File: src/rtl/sar_search_pkg.sv
// Shared definitions for the successive-approximation search controller and
// the magnitude comparator it drives.
package sar_search_pkg;

   localparam logic [1:0] CMP_INV = 2'b00;
   localparam logic [1:0] CMP_EQ  = 2'b01;
   localparam logic [1:0] CMP_GT  = 2'b10;
   localparam logic [1:0] CMP_LT  = 2'b11;

   typedef enum logic [1:0] {
      IDLE    = 2'd0,
      TRIAL   = 2'd1,
      CONFIRM = 2'd2
   } state_e;

endpackage

File: src/rtl/sar_search.sv
// Binary-search controller: resolves the comparator's target operand one bit
// per cycle, MSB first, then confirms the final guess with an equality check.
module sar_search
   import sar_search_pkg::*;
#(
   parameter int WIDTH = 4
) (
   input  logic             clk,
   input  logic             rst,
   input  logic             start,
   input  logic [1:0]       cmp_code,
   output logic [WIDTH-1:0] guess,
   output logic             busy,
   output logic             done,
   output logic [WIDTH-1:0] result,
   output logic             found,
   output logic             err
);

   localparam int IDX_W = (WIDTH > 1) ? $clog2(WIDTH) : 1;

   state_e           state;
   logic [IDX_W-1:0] idx;
   logic [WIDTH-1:0] bit_hi;
   logic [WIDTH-1:0] bit_lo;
   logic [WIDTH-1:0] guess_keep;
   logic [WIDTH-1:0] guess_drop;

   // bit_lo is empty at idx 0, so the same masks serve the last trial bit.
   always_comb begin
      bit_hi     = {{(WIDTH-1){1'b0}}, 1'b1} << idx;
      bit_lo     = bit_hi >> 1;
      guess_keep = guess | bit_lo;
      guess_drop = (guess & ~bit_hi) | bit_lo;
   end

   always_ff @(posedge clk) begin
      if (rst) begin
         state  <= IDLE;
         idx    <= '0;
         guess  <= '0;
         busy   <= 1'b0;
         done   <= 1'b0;
         result <= '0;
         found  <= 1'b0;
         err    <= 1'b0;
      end else begin
         done <= 1'b0;
         case (state)
            IDLE: begin
               if (start) begin
                  guess  <= {1'b1, {(WIDTH-1){1'b0}}};
                  idx    <= IDX_W'(WIDTH-1);
                  result <= '0;
                  found  <= 1'b0;
                  err    <= 1'b0;
                  busy   <= 1'b1;
                  state  <= TRIAL;
               end
            end
            TRIAL: begin
               case (cmp_code)
                  CMP_EQ: begin
                     result <= guess;
                     found  <= 1'b1;
                     done   <= 1'b1;
                     busy   <= 1'b0;
                     state  <= IDLE;
                  end
                  CMP_GT, CMP_LT: begin
                     guess <= (cmp_code == CMP_GT) ? guess_keep : guess_drop;
                     if (idx != '0) begin
                        idx <= idx - 1'b1;
                     end else begin
                        state <= CONFIRM;
                     end
                  end
                  default: begin
                     result <= guess;
                     found  <= 1'b0;
                     err    <= 1'b1;
                     done   <= 1'b1;
                     busy   <= 1'b0;
                     state  <= IDLE;
                  end
               endcase
            end
            CONFIRM: begin
               // A non-equal code here means the target moved during the search.
               result <= guess;
               found  <= (cmp_code == CMP_EQ);
               err    <= (cmp_code == CMP_INV);
               done   <= 1'b1;
               busy   <= 1'b0;
               state  <= IDLE;
            end
            default: begin
               busy  <= 1'b0;
               state <= IDLE;
            end
         endcase
      end
   end

endmodule

File: config.mk
export PLATFORM = sky130hd
export DESIGN_NAME = sar_search
export DESIGN_NICKNAME = d
export VERILOG_FILES = /design/src/rtl/sar_search_pkg.sv /design/src/rtl/sar_search.sv
export SDC_FILE = /design/constraint.sdc
export NUM_CORES = 1
export LEC_CHECK = 0
export CORE_MARGIN = 2
export CORE_UTILIZATION = 45
export CTS_BUF_LIST = sky130_fd_sc_hd__clkbuf_8
export DETAILED_ROUTE_END_ITERATION = 12
export PLACE_DENSITY_LB_ADDON = 0.1
export SETUP_SLACK_MARGIN = 0.05
export SKIP_LAST_GASP = 1
export SLEW_MARGIN = 20
export SYNTH_ARGS = -nofsm -noshare
export SYNTH_HDL_FRONTEND = slang
export SYNTH_SLANG_ARGS = --single-unit
export TNS_END_PERCENT = 10
File: constraint.sdc
create_clock -name clk -period 2.3 [get_ports clk]
set_input_delay 0.345 -clock clk [delete_from_list [all_inputs] [get_ports clk]]
set_output_delay 0.345 -clock clk [all_outputs]
set_load 0.01 [all_outputs]
Word-level counts from Yosys, hierarchy flattened

Cells that the tools add are included.

$add $sub $neg: 1
$mul: 0
Divide/modulo/power cells: 0
Magnitude comparators: 0
Equality and inequality tests: 11
Shifts and indexed selects: 1
Mux-type cells: 25
Bitwise gates (word level): 4
Reductions and logical operators: 13

Operators with widths:

| operator                                             | count |
|---|---|
| two-way mux 4 bit                                    | 5 |
| two-way mux 2 bit                                    | 6 |
| case mux 4 bit (3 select lines)                      | 1 |
| != test 2 bit (second input constant)                | 5 |
| AND reduction 3 bit                                  | 3 |
| OR 4 x 3 -> 4 bit                                    | 2 |
| case mux 2 bit (2 select lines)                      | 2 |
| case mux 4 bit (2 select lines)                      | 1 |
| equality test 2 bit (second input constant)          | 3 |
| case mux 1 bit (2 select lines)                      | 3 |
| case mux 1 bit (3 select lines)                      | 2 |
| two-way mux 1 bit                                    | 5 |
| AND 4 bit                                            | 1 |
| equality test 2 x 1 -> 1 bit (second input constant) | 2 |
| zero test 2 bit                                      | 2 |
| NOT 4 bit                                            | 1 |
| AND reduction 2 bit                                  | 2 |
| AND reduction 4 bit                                  | 1 |
| nonzero test 2 bit                                   | 2 |
| left shift 1 x 2 -> 4 bit (first input constant)     | 1 |
| != test 3 bit (second input constant)                | 1 |
| nonzero test 3 bit                                   | 1 |
| OR reduction 3 bit                                   | 1 |
| OR reduction 2 bit                                   | 1 |
| subtractor 2 x 1 -> 2 bit (second input constant)    | 1 |

Register bits: 16
Bits in latches: 0
Bits in writable memories: 0
Bits in read-only memories: 0
Input port bits: 5
Output and inout port bits: 12
Word-level logic and storage cells: 63
Memories: 0

Logic depth before layout (Yosys ltp)

Gate-level depths: netlist of run 1.

Word-level depth: 7
Gate-level depth with buffers: 7
Mapped depth without buffers: 6

Worst setup path after synthesis of run 1

OpenSTA, ideal clock, no wires.

Path kind: flip-flop to flip-flop
Start: reg state[0]
End: reg guess[3]
Setup time: 0.071 ns
Arrival: 1.703 ns
Required time: 2.229 ns
Path slack: 0.526 ns
Stages on the path, launching flop included: 8
Buffers on the path: 1
Clock period less this slack: 1.774 ns
Cell sequence: dfxtp_1 -> inv_1 -> ha_1 -> nor2b_4 -> buf_6 -> or3_1 -> or3_1 -> a21oi_1

Word-level cells in the longest chain between the ends: 3
Elaborated cells on any way between the ends: 7
Classes of those cells: eq/ne: 3; mux: 1; reduce/logical: 3

Ends and longest elaborated chain:

| item                                                            | line             | source |
|---|---|---|
| start: declaration                                              | sar_search.sv:22 | `state_e state;` |
| start signal: assignment                                        | sar_search.sv:39 | `state <= IDLE;` |
| start signal: assignment                                        | sar_search.sv:58 | `state <= TRIAL;` |
| start signal: assignment                                        | sar_search.sv:68 | `state <= IDLE;` |
| equality test 2 x 1 -> 1 bit or zero test 2 bit (tied branches) | sar_search.sv:49 | `case (state)` |
| != test 2 bit (no line) or nonzero test 2 bit (tied branches)   | n/a              |  |
| AND reduction 3 bit (no line)                                   | n/a              |  |
| end signal: assignment                                          | sar_search.sv:52 | `guess <= {1'b1, {(WIDTH-1){1'b0}}};` |
| end signal: assignment                                          | sar_search.sv:71 | `guess <= (cmp_code == CMP_GT) ? guess_keep : guess_drop;` |
| end: declaration                                                | sar_search.sv:12 | `output logic [WIDTH-1:0] guess,` |

Several ways; a longest one is shown, not always the timed one.
A chain may end at the register's enable or synchronous reset.

Final worst setup path of run 1

Start: reg state[1]
End: reg guess[3]

Same word-level chain as after synthesis.

==> out/metrics.cfg, run 1 <==
[floorplan]
die_h_um = 48.2
die-area_sq_mm = 0.00232
die_w_um = 48.2
io_pins = 17
rows = 15
core_sq_mm = 0.00178
start_util = 0.492

[critical_path]
endpoint_kind = register
required_ns = 2.47
crit_path_max_fanout = 7
cpMostUsedCell = or3_1
start_kind = register
path_cells = inv_1 > ha_1 > nor2b_1 > or3_1 > or3_1 > a21oi_1
arrival_ns = 2.02
cp_slowest_cell = or3_1
cp_slowest_stage_delay_ns = 0.38
crit_type = reg -> reg

[power]
combinationalPowerShare = 0.312
power_uw = 839
p_sw_uw = 265
clkPwrFrac = 0.295
leakagePower_nw = 0.429
power.density_mw_per_mm2 = 760
ir_worst_vdd_uv = 407
seq_power_share = 0.393
swShare = 0.316
p_int_uw = 574

[drt]
wire_per_inst_um = 11.6
routed_wirelength_um = 1650
post-route-drc-count = 0
ant_nets = 0
viasPerCell = 5.17
drt-initial-drc-count = 10
via_count = 739
firstDrtPassIters = 4

[sta]
slew-limit-headroom = 0.653
timing.final.crit_share = 0.804
post-route-min-period_ns = 1.85
fin_worst_skew_ns = 0.00471
tns_ns = 0
hold_viol = 0
worst_pin_slew_ns = 0.519
fmax_ghz = 0.541
holdWs_ns = 0.447
drv_slew = 0
setup_violations = 0
rsz0062_at_grt = false

[logic_synthesis]
synthCells = 101
yosysTopAreaCell = dfxtp_1
seq_area_frac_synth = 0.365
synth_most_common_cell = dfxtp_1
synthFlopType = dfxtp_1
synth-seq-cells = 16
ys_async_sr_fraction = 0
ys_warn_count = 0
synth_nets = 116
syn_avg_cell_area_sq_um = 8.68
synth.area.top_cells = dfxtp_1 37%, ha_1 14%, a21oi_1 7.4%
post_synth_num_cell_types = 30
synth_edf_count = 0
yosysTopAreaCellShare = 0.365
synthTopCellsByCount = 16 x dfxtp_1, 13 x a21oi_1, 12 x nand2_1
netlist_area_sq_um = 877

[place]
io_buffer_count = 16
routabilityCongestion = 0.780
dp_hpwl_um = 1270

[hold_path]
hp-class = reg -> reg

[layout]
drive_gt1_frac = 0.0678
multi_input_area_sq_um = 519
num-nets-final = 134
diodes = 0
n_fill_cell = 173
area_growth_pct = 26.0
finish.utilization = 0.620
regArea_sq_um = 320

[global_route]
grt_use_total = 0.167
grt_start_max_net_pins = 16
grt_pass1_vias = 621
antenna_found_initial = 0
gr-total-overflow = 0
grt_pass1_wl_um = 2660

[run]
maxCapViolations = 0

[clock_tree]
cts-resized-gates = 0
root_buffer = clkbuf_8
worstSkewPairLatency_ns = 0.25
cts_setup_buffers = 0
cts.clk_slew.worst_paths_ns = 0.07
clk_path_buf_depth = 2
cts_tree = done
numCtsBuffers = 3
htree_levels = 1
cts_sinks = 16
cts_hold_buf = 0

[run_status]
status = completed

kinds of logic (layout without fill, tap and decap cells):
group / Yosys count / count (layout) / share of synthesized area
simple gates: 37 / 37 / 0.213
compound gates: 28 / 28 / 0.214
flops: 16 / 16 / 0.365
fa+ha+maj: 10 / 10 / 0.143
buf+inv: 8 / 25 / 0.0428
mux: 2 / 2 / 0.0228
stage by stage:
| step | instances | worst slack [ns] | instance area, sq um |
|---|---|---|---|
| CTS | 143 | 0.452 | 1100 |
| detailed placement | 139 | 0.309 | 1050 |
| global placement | 139 | 0.345 | 1050 |
| finish | 143 | 0.451 | 1100 |
| global route | 143 | 0.312 | 1100 |
| floorplan | 101 | 0.526 | 877 |
area by class of cell:
| type | instances | area share |
|---|---|---|
| clock buffer | 4 | 0.0498 |
| inverter | 5 | 0.0170 |
| multi-input combinational | 77 | 0.470 |
| sequential | 16 | 0.290 |
| tap | 25 | 0.0283 |
| timing repair buffer | 16 | 0.145 |
layout by cell type, fill, tap and decap left out, types with 3 or more instances in the layout:
master           netlist  routed
or3_1                  3       3
nor2_1                 8       8
a21boi_0               3       3
clkbuf_8               0       4
ha_1                  10      10
inv_1                  5       5
nand3_1                4       4
o211ai_1               3       3
nand2_1               12      12
clkdlybuf4s50_1        0      16
a21oi_1               13      13
dfxtp_1               16      16
worst max-delay path, delay by kind of cell, from the launching register on:
family / cells / cell delay, ns
AND/OR/NAND/NOR: 3 / 0.90
flip-flops: 1 / 0.37
adder cells (fa/ha/maj): 1 / 0.27
AO/OA/AOI/OAI: 1 / 0.12
buffers and inverters: 1 / 0.11
sequential cells by signal, indices dropped and copies added (netlist names):
signal	flops
done	1
idx	2
err	1
found	1
busy	1
result	4
guess	4
state	2
power groups by stage:
stage / combinational [mW] / clock, mW / sequential (mW)
4_1_cts: 0.264 / 0.254 / 0.331
3_3_place_gp: 0.262 / 0 / 0.335
2_1_floorplan: 0.189 / 0 / 0.337
3_5_place_dp: 0.263 / 0 / 0.337
5_1_grt: 0.298 / 0.267 / 0.337
6_report: 0.262 / 0.247 / 0.330
final timing paths:
| check | from | end | slack [ns] | cells after the start |
|---|---|---|---|---|
| worst max-delay path | state[1] | guess[3] | 0.45 | 6 |
| worst min-delay path | result[3] | result[3] | 0.45 | 2 |
| worst max register to register | state[1] | guess[3] | 0.45 | 6 |
| worst min register to register | result[3] | result[3] | 0.45 | 2 |
per-layer routing:
layer / vias to the layer above / GRT usage / share of wire
met4: 0 / 0.0811 / 0.0073
met2: 17 / 0.271 / 0.46
li1: 389 / - / -
met5: - / 0 / 0
met3: 2 / 0.0222 / 0.039
met1: 331 / 0.216 / 0.49
Power figures use the tool's default switching activity.
==> inputs of run 2 (changes only) <==
clock period = 1.7 ns   (was 2.3 ns; I/O delays follow)
==> run 2 against run 1 <==
Via count increased by 7.4%; combinational power increased by 66%; final area increased by 8.9%; clock-buffer cell count unchanged; final cell count increased by 7.0%; hold slack about the same; die area unchanged; clock skew decreased by 0.0013 ns; clock power increased by 34%.
==> out/metrics.cfg, run 2 (synthesis gave the netlist of run 1 again) <==
[clock_tree]
htree_levels = 1  ; unchanged
root_buffer = clkbuf_8
cts_tree = done
worstSkewPairLatency_ns = 0.25  ; about the same
cts.clk_slew.worst_paths_ns = 0.06  ; about the same
cts_sinks = 16  ; unchanged
numCtsBuffers = 3  ; unchanged
clk_path_buf_depth = 2  ; unchanged

[place]
dp_hpwl_um = 1470  ; +16%
io_buffer_count = 16  ; unchanged
placedCellCount = 148  ; +6.5%
routabilityCongestion = 0.803  ; +2.9%

[floorplan]
core_sq_mm = 0.00178  ; unchanged
rows = 15  ; unchanged
io_pins = 17  ; unchanged
die_h_um = 48.2  ; unchanged
start_util = 0.492  ; unchanged
die_w_um = 48.2  ; unchanged
die-area_sq_mm = 0.00232  ; unchanged

[critical_path]
crit_family = simple AND/OR/NAND/NOR gates
cp_slowest_cell = dfxtp_4
start_kind = register
crit_type = reg -> reg
endpoint_kind = register
crit_buf_inv = 1  ; unchanged
required_ns = 1.89  ; -0.58 ns
arrival_ns = 1.81  ; -0.21 ns
cpMostUsedCell = or3_1
path_cells = inv_2 > ha_4 > nor2b_4 > or3_1 > or3_1 > a21oi_2
crit_path_max_fanout = 7  ; unchanged
cp_slowest_stage_delay_ns = 0.38  ; about the same

[drt]
drt-initial-drc-count = 10  ; unchanged
via_count = 794  ; +7.4%
post-route-drc-count = 0  ; unchanged
wire_per_inst_um = 12.5  ; +8.3%
routed_wirelength_um = 1920  ; +16%
firstDrtPassIters = 4  ; unchanged
viasPerCell = 5.19  ; +0.42%
ant_nets = 0  ; unchanged

[sta]
drv_slew = 0  ; unchanged
post-route-min-period_ns = 1.63  ; -0.222 ns
holdWs_ns = 0.447  ; +0.000347 ns
hold_viol = 0  ; unchanged
timing.final.crit_share = 0.957  ; +0.153
fmax_ghz = 0.615  ; +14%
fin_worst_skew_ns = 0.00336  ; -0.00134 ns
slew-limit-headroom = 0.726  ; +0.0733
rsz0062_at_grt = true
setup_violations = 0  ; unchanged
worst_pin_slew_ns = 0.410  ; -0.109 ns

[hold_path]
hp-class = reg -> reg

[power]
ir_worst_vdd_uv = 689  ; +70%
power.density_mw_per_mm2 = 1010  ; +32%
leakagePower_nw = 0.481  ; +12%

[run]
maxCapViolations = 0  ; unchanged

[layout]
final_cell_mix = 16 x clkdlybuf4s50_1, 14 x dfxtp_1, 12 x nand2_1, 12 x a21oi_1, 10 x buf_4
diodes = 0  ; unchanged
finish.utilization = 0.675  ; +0.0554
largestRegisters = guess (4), result (4)
drive_gt1_frac = 0.195  ; +0.128
layout_commonest_cell = clkdlybuf4s50_1
final_cell_count_no_fill = 153  ; +7.0%
area_growth_pct = 37.2
num-nets-final = 144  ; +7.5%

[run_status]
status = completed

[global_route]
grt_start_max_net_pins = 13  ; -3
gr-total-overflow = 0  ; unchanged
grt_pass1_wl_um = 3130  ; +18%
antenna_found_initial = 0  ; unchanged
grt_use_total = 0.194  ; +0.0270
grt_pass1_vias = 751  ; +21%

[run 2: worst paths after layout]
path                                start        end  slack (ns)  depth (start not counted)
worst max register to register   state[0]   guess[3]        0.07                          6
worst min register to register  result[3]  result[3]        0.45                          2
worst min-delay path            result[3]  result[3]        0.45                          2
worst max-delay path             state[0]   guess[3]        0.07                          6
[run 2: report_power, final]
group / internal [mW] / switching (mW)
combinational: 0.213 / 0.223
sequential: 0.415 / 0.0302
clock: 0.205 / 0.124
[run 2: metrics by stage]
step / TNS (ns) / power (mW) / instance area [sq um] / setup slack (ns)
3_5_place_dp: -0.0667 / 0.876 / 1130 / -0.0419
3_3_place_gp: -0.0115 / 0.872 / 1130 / -0.0115
2_1_floorplan: 0 / 0.729 / 892 / 0.0505
5_1_grt: 0 / 1.29 / 1200 / 0.0226
6_report: 0 / 1.21 / 1200 / 0.0730
4_1_cts: 0 / 1.21 / 1190 / 0.0591
[run 2: layout make-up]
cell class / instances / area, sq um
clock buffers: 4 / 55.1
fillers: 151 / 579
inverters: 5 / 18.8
multi-input cells: 77 / 538
flip-flops and latches: 16 / 325
well taps: 25 / 31.3
repair buffers: 26 / 235
[run 2: timing repair]
| item | in CTS | in global routing |
|---|---|---|
| endpoints found under the setup margin | 1 | 3 |
| setup buffers | 1 | 0 |
| hold buffers | 0 | 0 |
| gates cloned | 0 | 0 |
| hold endpoints to repair | 0 | 0 |
| resized for setup | 0 | 3 |
[run 2: per-layer routing]
| metal | GRT usage | up-vias | share of wire |
|---|---|---|---|
| li1 | - | 408 | - |
| met1 | 0.240 | 365 | 0.46 |
| met2 | 0.324 | 19 | 0.50 |
| met3 | 0.0370 | 2 | 0.033 |
| met4 | 0.0865 | 0 | 0.0089 |
| met5 | 0 | - | 0 |
[run 2: tightest hold or removal path, cell delays in order, from the launching register on]
cell and delay [ns]:
dfxtp_1 0.30, nand2_1 0.05, a21oi_1 0.05
